### config.mk
export PLATFORM = sky130hd
export DESIGN_NAME = decode_stage
export DESIGN_NICKNAME = d
export VERILOG_FILES = /design/src/rtl/decode_stage_pkg.sv /design/src/rtl/decode_stage_imm_gen.sv /design/src/rtl/decode_stage.sv
export SDC_FILE = /design/constraint.sdc
export NUM_CORES = 1
export LEC_CHECK = 0
export ABC_AREA = 1
export CORE_UTILIZATION = 48
export CTS_CLUSTER_SIZE = 14
export DETAILED_ROUTE_END_ITERATION = 12
export PLACE_DENSITY = 0.88
export SETUP_SLACK_MARGIN = 0.05
export SLEW_MARGIN = 25
export SYNTH_ARGS = -nofsm -noshare
export SYNTH_HDL_FRONTEND = slang
export SYNTH_HIERARCHICAL = 1
export SYNTH_SLANG_ARGS = --single-unit
export TNS_END_PERCENT = 20
### constraint.sdc
create_clock -name ds_clk -period 0.9 [get_ports ds_clk]
set_input_delay 0.18 -clock ds_clk [delete_from_list [all_inputs] [get_ports ds_clk]]
set_output_delay 0.18 -clock ds_clk [all_outputs]
set_load 0.02 [all_outputs]
### src/rtl/decode_stage_pkg.sv
// Shared RV32I decode constants, ALU-op and immediate-format encodings.
// Imported by decode and by the execute/memory stages that consume them.
package decode_stage_pkg;

  localparam logic [6:0] OPC_LUI    = 7'b0110111;
  localparam logic [6:0] OPC_AUIPC  = 7'b0010111;
  localparam logic [6:0] OPC_JAL    = 7'b1101111;
  localparam logic [6:0] OPC_JALR   = 7'b1100111;
  localparam logic [6:0] OPC_BRANCH = 7'b1100011;
  localparam logic [6:0] OPC_LOAD   = 7'b0000011;
  localparam logic [6:0] OPC_STORE  = 7'b0100011;
  localparam logic [6:0] OPC_OPIMM  = 7'b0010011;
  localparam logic [6:0] OPC_OP     = 7'b0110011;
  localparam logic [6:0] OPC_FENCE  = 7'b0001111;
  localparam logic [6:0] OPC_SYSTEM = 7'b1110011;

  typedef enum logic [3:0] {
    ALU_ADD  = 4'd0,
    ALU_SUB  = 4'd1,
    ALU_SLL  = 4'd2,
    ALU_SLT  = 4'd3,
    ALU_SLTU = 4'd4,
    ALU_XOR  = 4'd5,
    ALU_SRL  = 4'd6,
    ALU_SRA  = 4'd7,
    ALU_OR   = 4'd8,
    ALU_AND  = 4'd9
  } alu_op_e;

  typedef enum logic [2:0] {
    IMM_NONE = 3'd0,
    IMM_I    = 3'd1,
    IMM_S    = 3'd2,
    IMM_B    = 3'd3,
    IMM_U    = 3'd4,
    IMM_J    = 3'd5
  } imm_fmt_e;

  typedef struct packed {
    logic [4:0]  rs1;
    logic [4:0]  rs2;
    logic [4:0]  rd;
    logic [31:0] imm;
    alu_op_e     alu;
    logic [6:0]  opcode;
    logic [2:0]  funct3;
    logic        illegal;
  } dec_t;

  // alt selects SUB (funct3=000) or SRA (funct3=101)
  function automatic alu_op_e alu_from_f3(
    input logic [2:0] f3,
    input logic       alt
  );
    alu_op_e r;
    unique case (f3)
      3'b000:  r = alt ? ALU_SUB : ALU_ADD;
      3'b001:  r = ALU_SLL;
      3'b010:  r = ALU_SLT;
      3'b011:  r = ALU_SLTU;
      3'b100:  r = ALU_XOR;
      3'b101:  r = alt ? ALU_SRA : ALU_SRL;
      3'b110:  r = ALU_OR;
      default: r = ALU_AND;
    endcase
    return r;
  endfunction

endpackage

### src/rtl/decode_stage_imm_gen.sv
// Combinational RV32I immediate generator.
// All formats sign-extend from instr[31].
module imm_gen
  import decode_stage_pkg::*;
(
  input  logic [31:0] instr_i,
  input  imm_fmt_e    fmt_i,
  output logic [31:0] imm_o
);

  logic s;
  assign s = instr_i[31];

  always_comb begin
    imm_o = 32'd0;
    unique case (fmt_i)
      IMM_I: imm_o = {{20{s}}, instr_i[31:20]};
      IMM_S: imm_o = {{20{s}}, instr_i[31:25], instr_i[11:7]};
      IMM_B: imm_o = {{19{s}}, s, instr_i[7],
                      instr_i[30:25], instr_i[11:8], 1'b0};
      IMM_U: imm_o = {instr_i[31:12], 12'd0};
      IMM_J: imm_o = {{11{s}}, s, instr_i[19:12],
                      instr_i[20], instr_i[30:21], 1'b0};
      default: imm_o = 32'd0;
    endcase
  end

endmodule

### src/rtl/decode_stage.sv
// RV32I decode stage: field decode plus the ID/EX pipeline register.
// Flush beats stall, stall beats capture/bubble.
module decode_stage
  import decode_stage_pkg::*;
#(
  parameter int IWIDTH    = 32,
  parameter int PC_WIDTH  = 32,
  parameter int ALU_WIDTH = 4
) (
  input  logic                 ds_clk,
  input  logic                 ds_rst,
  input  logic [IWIDTH-1:0]    ds_i_instr,
  input  logic [PC_WIDTH-1:0]  ds_i_pc,
  input  logic                 ds_i_ce,
  input  logic                 ds_i_stall,
  input  logic                 ds_i_flush,
  output logic                 ds_o_stall,
  output logic                 ds_o_flush,
  output logic                 ds_o_ce,
  output logic [PC_WIDTH-1:0]  ds_o_pc,
  output logic [IWIDTH-1:0]    ds_o_instr,
  output logic [4:0]           ds_o_rs1_addr,
  output logic [4:0]           ds_o_rs2_addr,
  output logic [4:0]           ds_o_rd_addr,
  output logic [31:0]          ds_o_imm,
  output logic [ALU_WIDTH-1:0] ds_o_alu_op,
  output logic [6:0]           ds_o_opcode,
  output logic [2:0]           ds_o_funct3,
  output logic                 ds_o_illegal
);

  logic [31:0]         ins;
  logic [6:0]          op;
  logic [2:0]          f3;
  logic [6:0]          f7;
  imm_fmt_e            fmt;
  logic [31:0]         imm;
  dec_t                dec;
  dec_t                dec_d, dec_q;
  logic                ce_d, ce_q;
  logic [PC_WIDTH-1:0] pc_d, pc_q;
  logic [IWIDTH-1:0]   instr_d, instr_q;

  assign ins = ds_i_instr[31:0];
  assign op  = ins[6:0];
  assign f3  = ins[14:12];
  assign f7  = ins[31:25];

  imm_gen u_imm_gen (
    .instr_i (ins),
    .fmt_i   (fmt),
    .imm_o   (imm)
  );

  always_comb begin
    fmt         = IMM_I;
    dec.rs1     = ins[19:15];
    dec.rs2     = 5'd0;
    dec.rd      = ins[11:7];
    dec.alu     = ALU_ADD;
    dec.opcode  = op;
    dec.funct3  = f3;
    dec.illegal = 1'b0;
    unique case (op)
      OPC_LUI, OPC_AUIPC: begin
        fmt     = IMM_U;
        dec.rs1 = 5'd0;
      end
      OPC_JAL: begin
        fmt     = IMM_J;
        dec.rs1 = 5'd0;
      end
      OPC_JALR, OPC_LOAD, OPC_SYSTEM: fmt = IMM_I;
      OPC_BRANCH: begin
        fmt     = IMM_B;
        dec.rs2 = ins[24:20];
        dec.rd  = 5'd0;
        dec.alu = ALU_SUB;
      end
      OPC_STORE: begin
        fmt     = IMM_S;
        dec.rs2 = ins[24:20];
        dec.rd  = 5'd0;
      end
      OPC_OPIMM: begin
        dec.alu = alu_from_f3(f3, (f3 == 3'b101) && ins[30]);
      end
      OPC_OP: begin
        fmt         = IMM_NONE;
        dec.rs2     = ins[24:20];
        dec.alu     = alu_from_f3(f3, ins[30]);
        dec.illegal = (f7 != 7'b0000000) && (f7 != 7'b0100000);
      end
      OPC_FENCE: dec.rd = 5'd0;
      default:   dec.illegal = 1'b1;
    endcase
    // Quiet the register fields so a trapping op has no side effects
    if (dec.illegal) begin
      dec.rs1 = 5'd0;
      dec.rs2 = 5'd0;
      dec.rd  = 5'd0;
      dec.alu = ALU_ADD;
    end
  end

  always_comb begin
    ce_d    = ce_q;
    dec_d   = dec_q;
    pc_d    = pc_q;
    instr_d = instr_q;
    if (ds_i_flush) begin
      ce_d = 1'b0;
    end else if (!ds_i_stall) begin
      ce_d = ds_i_ce;
      if (ds_i_ce) begin
        dec_d     = dec;
        dec_d.imm = imm;
        pc_d      = ds_i_pc;
        instr_d   = ds_i_instr;
      end
    end
  end

  always_ff @(posedge ds_clk or negedge ds_rst) begin
    if (!ds_rst) begin
      ce_q    <= 1'b0;
      dec_q   <= '0;
      pc_q    <= '0;
      instr_q <= '0;
    end else begin
      ce_q    <= ce_d;
      dec_q   <= dec_d;
      pc_q    <= pc_d;
      instr_q <= instr_d;
    end
  end

  assign ds_o_stall    = ds_i_stall;
  assign ds_o_flush    = ds_i_flush;
  assign ds_o_ce       = ce_q;
  assign ds_o_pc       = pc_q;
  assign ds_o_instr    = instr_q;
  assign ds_o_rs1_addr = dec_q.rs1;
  assign ds_o_rs2_addr = dec_q.rs2;
  assign ds_o_rd_addr  = dec_q.rd;
  assign ds_o_imm      = dec_q.imm;
  assign ds_o_alu_op   = ALU_WIDTH'(dec_q.alu);
  assign ds_o_opcode   = dec_q.opcode;
  assign ds_o_funct3   = dec_q.funct3;
  assign ds_o_illegal  = dec_q.illegal;

endmodule

==> impl_metrics.json, run 1 <==
{
  "outcome": "finished, violations left",
  "violations": "setup timing",
  "port_buffers": 197,
  "p_switching_mw": 6.01,
  "ys.flop_type": "dfrtp_1",
  "routed_via_density": 5.98,
  "reg2reg_to": "ds_o_imm[17]$_DFFE_PN0P_",
  "clock-sinks": 117,
  "internal-power_mw": 12.7,
  "crit_path_end_kind": "flip-flop",
  "clockBufferDepth": 2,
  "required_ns": 1.34,
  "setup_viol": 181,
  "p_sw_share_pct": 32.1,
  "area_growth_pct": 71.1,
  "hold_start": "ds_i_instr[3]",
  "coreArea_um2": 10900,
  "powerDensity_nw_per_um2": 2040,
  "ys_seq_area_share_pct": 54.6,
  "criticalPathCategory": "in2reg",
  "dp_hpwl_um": 12000,
  "place_ws_ns": -1.41,
  "ys_top_cells_by_area": "dfrtp_1 (55%), nand2_1 (23%), nand3_1 (5.8%)",
  "yosysMostFrequentCell": "nand2_1",
  "total_power_mw": 18.7,
  "synth_common_cells": "nand2_1 (325), dfrtp_1 (117), nand3_1 (62), inv_1 (21), o21ai_0 (20)",
  "worst_pin_slew_ns": 0.389,
  "slew_headroom_pct": 74.1,
  "hold_path_class": "in2reg",
  "p_seq_share_pct": 35.0,
  "synth_top_area_cell": "dfrtp_1",
  "worstPathCellList": "buf_8 -> nor2_4 -> nand2_4 -> inv_2 -> nand2_2 -> nand2_2 -> o211ai_1 -> buf_4 -> o211ai_4 -> buf_6 -> buf_16 -> nand3_1 -> nand2_1 -> nand2_1",
  "ir_drop_uv": 1380,
  "dieWidth_um": 108,
  "timing.final.max_slew_violations": 0,
  "drt_iter0_drc": 1057,
  "htree_levels": 4,
  "setup_ws_ns": -0.549,
  "cts_tree": "built",
  "synthDistinctLibCells": 26,
  "setup_tns_ns": -67.13,
  "leakage_nw": 4.87,
  "grt_start_max_net_pins": 72,
  "crit_path_top_delay_cell": "o211ai_4",
  "wl_per_cell_um": 22.1,
  "worstPathArrival_ns": 1.89,
  "drc": 0,
  "hold_end": "ds_o_opcode[3]$_DFFE_PN0P_",
  "hold_viol": 0,
  "vias": 6612,
  "rrSetupSlack_ns": -0.04,
  "r2r_cells": 4,
  "synth.cell_area_um2": 5370,
  "design_area_um2": 9180,
  "routabilityCongestion": 0.866,
  "grt_setup_unrepaired": "true",
  "grt_overflow": 0,
  "cts_buffers": 17,
  "fin_nets": 1022,
  "grt_pass1_vias": 6323,
  "hold_slack_ns": 0.0166,
  "synth-edff-count": 0,
  "row_count": 38,
  "async_reset_ff_share_pct": 100,
  "fin_util_pct": 84.3,
  "avgSynthCellArea_um2": 8.08,
  "cp_max_fo": 5,
  "max_cap_viol_count": 0,
  "dpl-instance-area_um2": 7970,
  "fill_cells": 547,
  "die-area_um2": 11600,
  "period_needed_ns": 1.45,
  "drive_gt1_share_pct": 41.1,
  "drt-total-wl_um": 24400,
  "min_period_over_period_pct": 161,
  "crit_path_max_incr_delay_ns": 0.27,
  "placed_cells": 1026,
  "clk_pin_slew_ns": 0.07,
  "start_util_pct": 49.3,
  "clockRootBuffer": "clkbuf_8",
  "start_kind": "input port",
  "stdcell_count": 1106,
  "synth_top_area_share_pct": 54.6,
  "syn_inst": 664,
  "worstHoldPathCells": 4,
  "firstDrtPassIters": 6,
  "grt_pass1_wl_um": 32700,
  "synth_nets": 733,
  "die_h_um": 108,
  "clkPwrFrac_pct": 38.3,
  "worstReg2RegStart": "ds_o_imm[17]$_DFFE_PN0P_",
  "synth-warning-count": 6,
  "ant_nets": 0,
  "ys_ff_latch": 117,
  "clock_latency_ns": 0.54,
  "antenna_found_initial": 0,
  "grtUsageTotal_pct": 37.9,
  "ios": 198,
  "pwr-share-comb_pct": 26.7,
  "num_antenna_cells": 0,
  "finalClockSkew_ns": 0,
  "max_freq_mhz": 690
}
-- flip-flops by register name, summed over array words and instances (netlist names) --
name and count:
ds_o_imm 32, ds_o_pc 32, ds_o_instr 24, ds_o_opcode 6, ds_o_rd_addr 5, ds_o_rs1_addr 5
ds_o_rs2_addr 5, ds_o_alu_op 4, ds_o_funct3 2, ds_o_ce 1, ds_o_illegal 1
-- area by class of cell --
cell class / instances / area, um2 / share of cell area [%]
Inverter: 30 / 133 / 1.45
Timing Repair Buffer: 316 / 2890 / 31.4
Sequential cell: 117 / 2930 / 31.9
Multi-Input combinational cell: 471 / 2450 / 26.7
Clock buffer: 24 / 490 / 5.34
Tap cell: 140 / 175 / 1.91
Clock inverter: 8 / 120 / 1.31
-- logic make-up (layout without fill, tap and decap cells) --
family,count (synthesis),count (layout),share of synthesized area (%)
AND/OR/NAND/NOR,433,435,33.5
buffers and inverters,78,378,7.72
AO/OA/AOI/OAI,36,36,4.17
flip-flops,117,117,54.6
-- critical path: cells and delay by family --
family / cells / cell delay [ns]
AND/OR/NAND/NOR: 7 / 0.67
AO/OA/AOI/OAI: 2 / 0.37
buffers and inverters: 5 / 0.65
-- worst max-delay path by stage --
stage | start | endpoint | slack (ns) | cells past startpoint
3_5_place_dp | ds_i_instr[1] | ds_o_imm[23]$_DFFE_PN0P_ | -1.41 | 14
4_1_cts | ds_o_imm[26]$_DFFE_PN0P_ | ds_o_imm[26] | -0.41 | 1
6_report | ds_i_instr[3] | ds_o_imm[24]$_DFFE_PN0P_ | -0.55 | 14
3_3_place_gp | ds_i_instr[1] | ds_o_imm[20]$_DFFE_PN0P_ | -1.31 | 14
2_1_floorplan | ds_i_instr[1] | ds_o_imm[10]$_DFFE_PN0P_ | -0.60 | 14
5_1_grt | ds_i_instr[3] | ds_o_imm[11]$_DFFE_PN0P_ | -0.59 | 16
-- routing by layer --
metal	track usage (%)	wire length, um	vias to the layer above
met2	61.6	11500	626
met4	28.3	2290	0
met3	10.8	2510	223
li1	-	-	2652
met5	0	0	-
met1	42.3	8200	3111
-- timing repair --
item / CTS / global route
hold buffers: 5 / 0
gates resized for setup: 708 / 111
endpoints found under the hold margin: 121 / 0
endpoints found under the setup margin: 246 / 184
cloned: 5 / 2
pin swaps: 47 / 31
setup buffers: 28 / 8
-- cells in the final DEF, fill, tap and decap left out, types with 15 or more instances in the layout --
master	Yosys	routed
buf_4	17	88
clkdlybuf4s50_1	0	53
dfrtp_1	117	117
buf_2	18	64
nand3_1	62	35
clkbuf_16	0	16
buf_6	2	82
nand3_2	1	25
nand2_2	7	28
inv_1	21	15
nand2_1	325	293
-- power groups by stage --
stage	Combinational, mW	Clock (mW)	Sequential, mW
6_report	4.99	7.18	6.55
5_1_grt	5.24	7.38	6.59
4_1_cts	4.41	7.05	6.43
3_5_place_dp	4.58	0	6.48
3_3_place_gp	4.47	0	6.46
2_1_floorplan	1.16	0	7.31
Note: power is estimated with default switching activity, not from simulation.
==> run 2, diff against run 1 <==
ABC_CLOCK_PERIOD_IN_PS = 900   (was not set)
HOLD_SLACK_MARGIN = 0.08   (was not set)
==> impl_metrics.json, run 2 (synthesized netlist as in run 1, its figures left out) <==
{
  "outcome": "finished, violations left",
  "violations": "setup timing",
  "antenna_found_initial": 0,
  "placed_cells": 1026,
  "drt_iter0_drc": 990,
  "max_freq_mhz": 656,
  "crit_path_top_delay_cell": "inv_1",
  "grt_pass1_wl_um": 32800,
  "min_period_over_period_pct": 169,
  "layout_common_cells": "nand2_1 (292), dfrtp_1 (117), buf_4 (88)",
  "design_area_um2": 9220,
  "worstPathCellList": "buf_8 -> nor2_4 -> nand3_4 -> buf_4 -> inv_1 -> inv_2 -> buf_4 -> nor2_2 -> nand3_1 -> nand3_1 -> nand2_1 -> nand2_1",
  "cts_tree": "built",
  "clockRootBuffer": "clkbuf_8",
  "final_common_cell": "nand2_1",
  "routed_via_density": 5.94,
  "clock-sinks": 117,
  "period_needed_ns": 1.52,
  "max_cap_viol_count": 0,
  "vias": 6589,
  "routabilityCongestion": 0.866,
  "hold_start": "ds_i_instr[27]",
  "grt_overflow": 0,
  "num_antenna_cells": 0,
  "htree_levels": 4,
  "worstReg2RegStart": "ds_o_imm[17]$_DFFE_PN0P_",
  "ios": 198,
  "start_kind": "input port",
  "setup_tns_ns": -68.05,
  "grt_pass1_vias": 6353,
  "start_util_pct": 49.3,
  "clk_pin_slew_ns": 0.07,
  "drc": 0,
  "dieWidth_um": 108,
  "critPathLaunch": "ds_i_instr[3]",
  "drt-total-wl_um": 24500,
  "grt_start_max_net_pins": 72,
  "grt_setup_unrepaired": "true",
  "firstDrtPassIters": 6,
  "clock_latency_ns": 0.54,
  "worst_pin_slew_ns": 0.389,
  "port_buffers": 197,
  "criticalPathCategory": "in2reg",
  "setup_ws_ns": -0.625,
  "ir_drop_uv": 1380,
  "cts_buffers": 17,
  "slew_headroom_pct": 74.1,
  "leakage_nw": 4.88,
  "clockBufferDepth": 2,
  "wl_per_cell_um": 22.1,
  "dp_hpwl_um": 12000,
  "die-area_um2": 11600,
  "crit_path_max_incr_delay_ns": 0.26,
  "coreArea_um2": 10900,
  "fill_cells": 543,
  "die_h_um": 108,
  "row_count": 38,
  "fin_nets": 1025,
  "dpl-instance-area_um2": 7970,
  "cp_max_fo": 7,
  "setup_viol": 181,
  "stdcell_count": 1109,
  "finalClockSkew_ns": 0,
  "ant_nets": 0,
  "worstPathArrival_ns": 2.00,
  "area_growth_pct": 71.8,
  "drive_gt1_share_pct": 41.2,
  "grtUsageTotal_pct": 38.1,
  "required_ns": 1.37,
  "hold_viol": 0,
  "powerDensity_nw_per_um2": 2040,
  "timing.final.max_slew_violations": 0,
  "crit_path_end_kind": "flip-flop",
  "hold_path_class": "in2reg"
}
run 2: path summary, 6_finish.rpt:
kind	slack [ns]	depth (start not counted)	to
worst max-delay path	-0.62	12	ds_o_imm[11]$_DFFE_PN0P_
max in group asynchronous	0.32	3	ds_o_instr[31]$_DFFE_PN0P_
worst max register to register	-0.04	4	ds_o_imm[17]$_DFFE_PN0P_
min in group asynchronous	0.21	3	ds_o_imm[26]$_DFFE_PN0P_
worst min register to register	0.48	2	ds_o_instr[20]$_DFFE_PN0P_
worst min-delay path	0.07	4	ds_o_instr[27]$_DFFE_PN0P_
run 2: through the flow:
stage,util (%),power (mW),worst slack [ns],hold slack (ns)
3_3_place_gp,73.2,10.9,-1.31,0.190
4_1_cts,80.5,17.9,-0.412,0.0877
6_report,84.7,18.8,-0.625,0.0705
2_1_floorplan,-,8.47,-0.603,-0.116
5_1_grt,84.7,19.3,-0.611,0.0639
3_5_place_dp,73.2,11.1,-1.41,0.195
run 2: cell type report:
type	count	area, um2	share of cell area (%)
sequential	117	2930	31.8
timing repair buffer	319	2920	31.7
multi-input combinational	471	2450	26.6
clock buffer	24	490	5.32
tap	140	175	1.90
inverter	30	133	1.44
clock inverter	8	120	1.30
run 2: critical path, delay by kind of cell:
family | cells | cell delay, ns
buffers and inverters | 5 | 0.95
and+or+nand+nor | 7 | 0.86
run 2: per-layer routing:
metal / up-vias / part of all wire (%) / track usage (%)
met2: 627 / 47 / 62.0
met5: - / 0 / 0
met3: 229 / 11 / 10.7
met4: 0 / 8.8 / 28.3
met1: 3078 / 33 / 42.4
li1: 2655 / - / -
run 2: where the power goes:
part           internal [mW]  total (mW)  switching [mW]
Combinational           2.19        5.02            2.83
Clock                   4.58        7.20            2.62
Sequential              5.97        6.55           0.586
run 2: what timing repair did:
action / CTS / global route
endpoints found under the hold margin: 123 / 0
buffers inserted: 28 / 9
hold buffers: 7 / 0
resized for setup: 708 / 116
endpoints found under the setup margin: 246 / 184
gates cloned: 5 / 2
pin swaps: 47 / 32
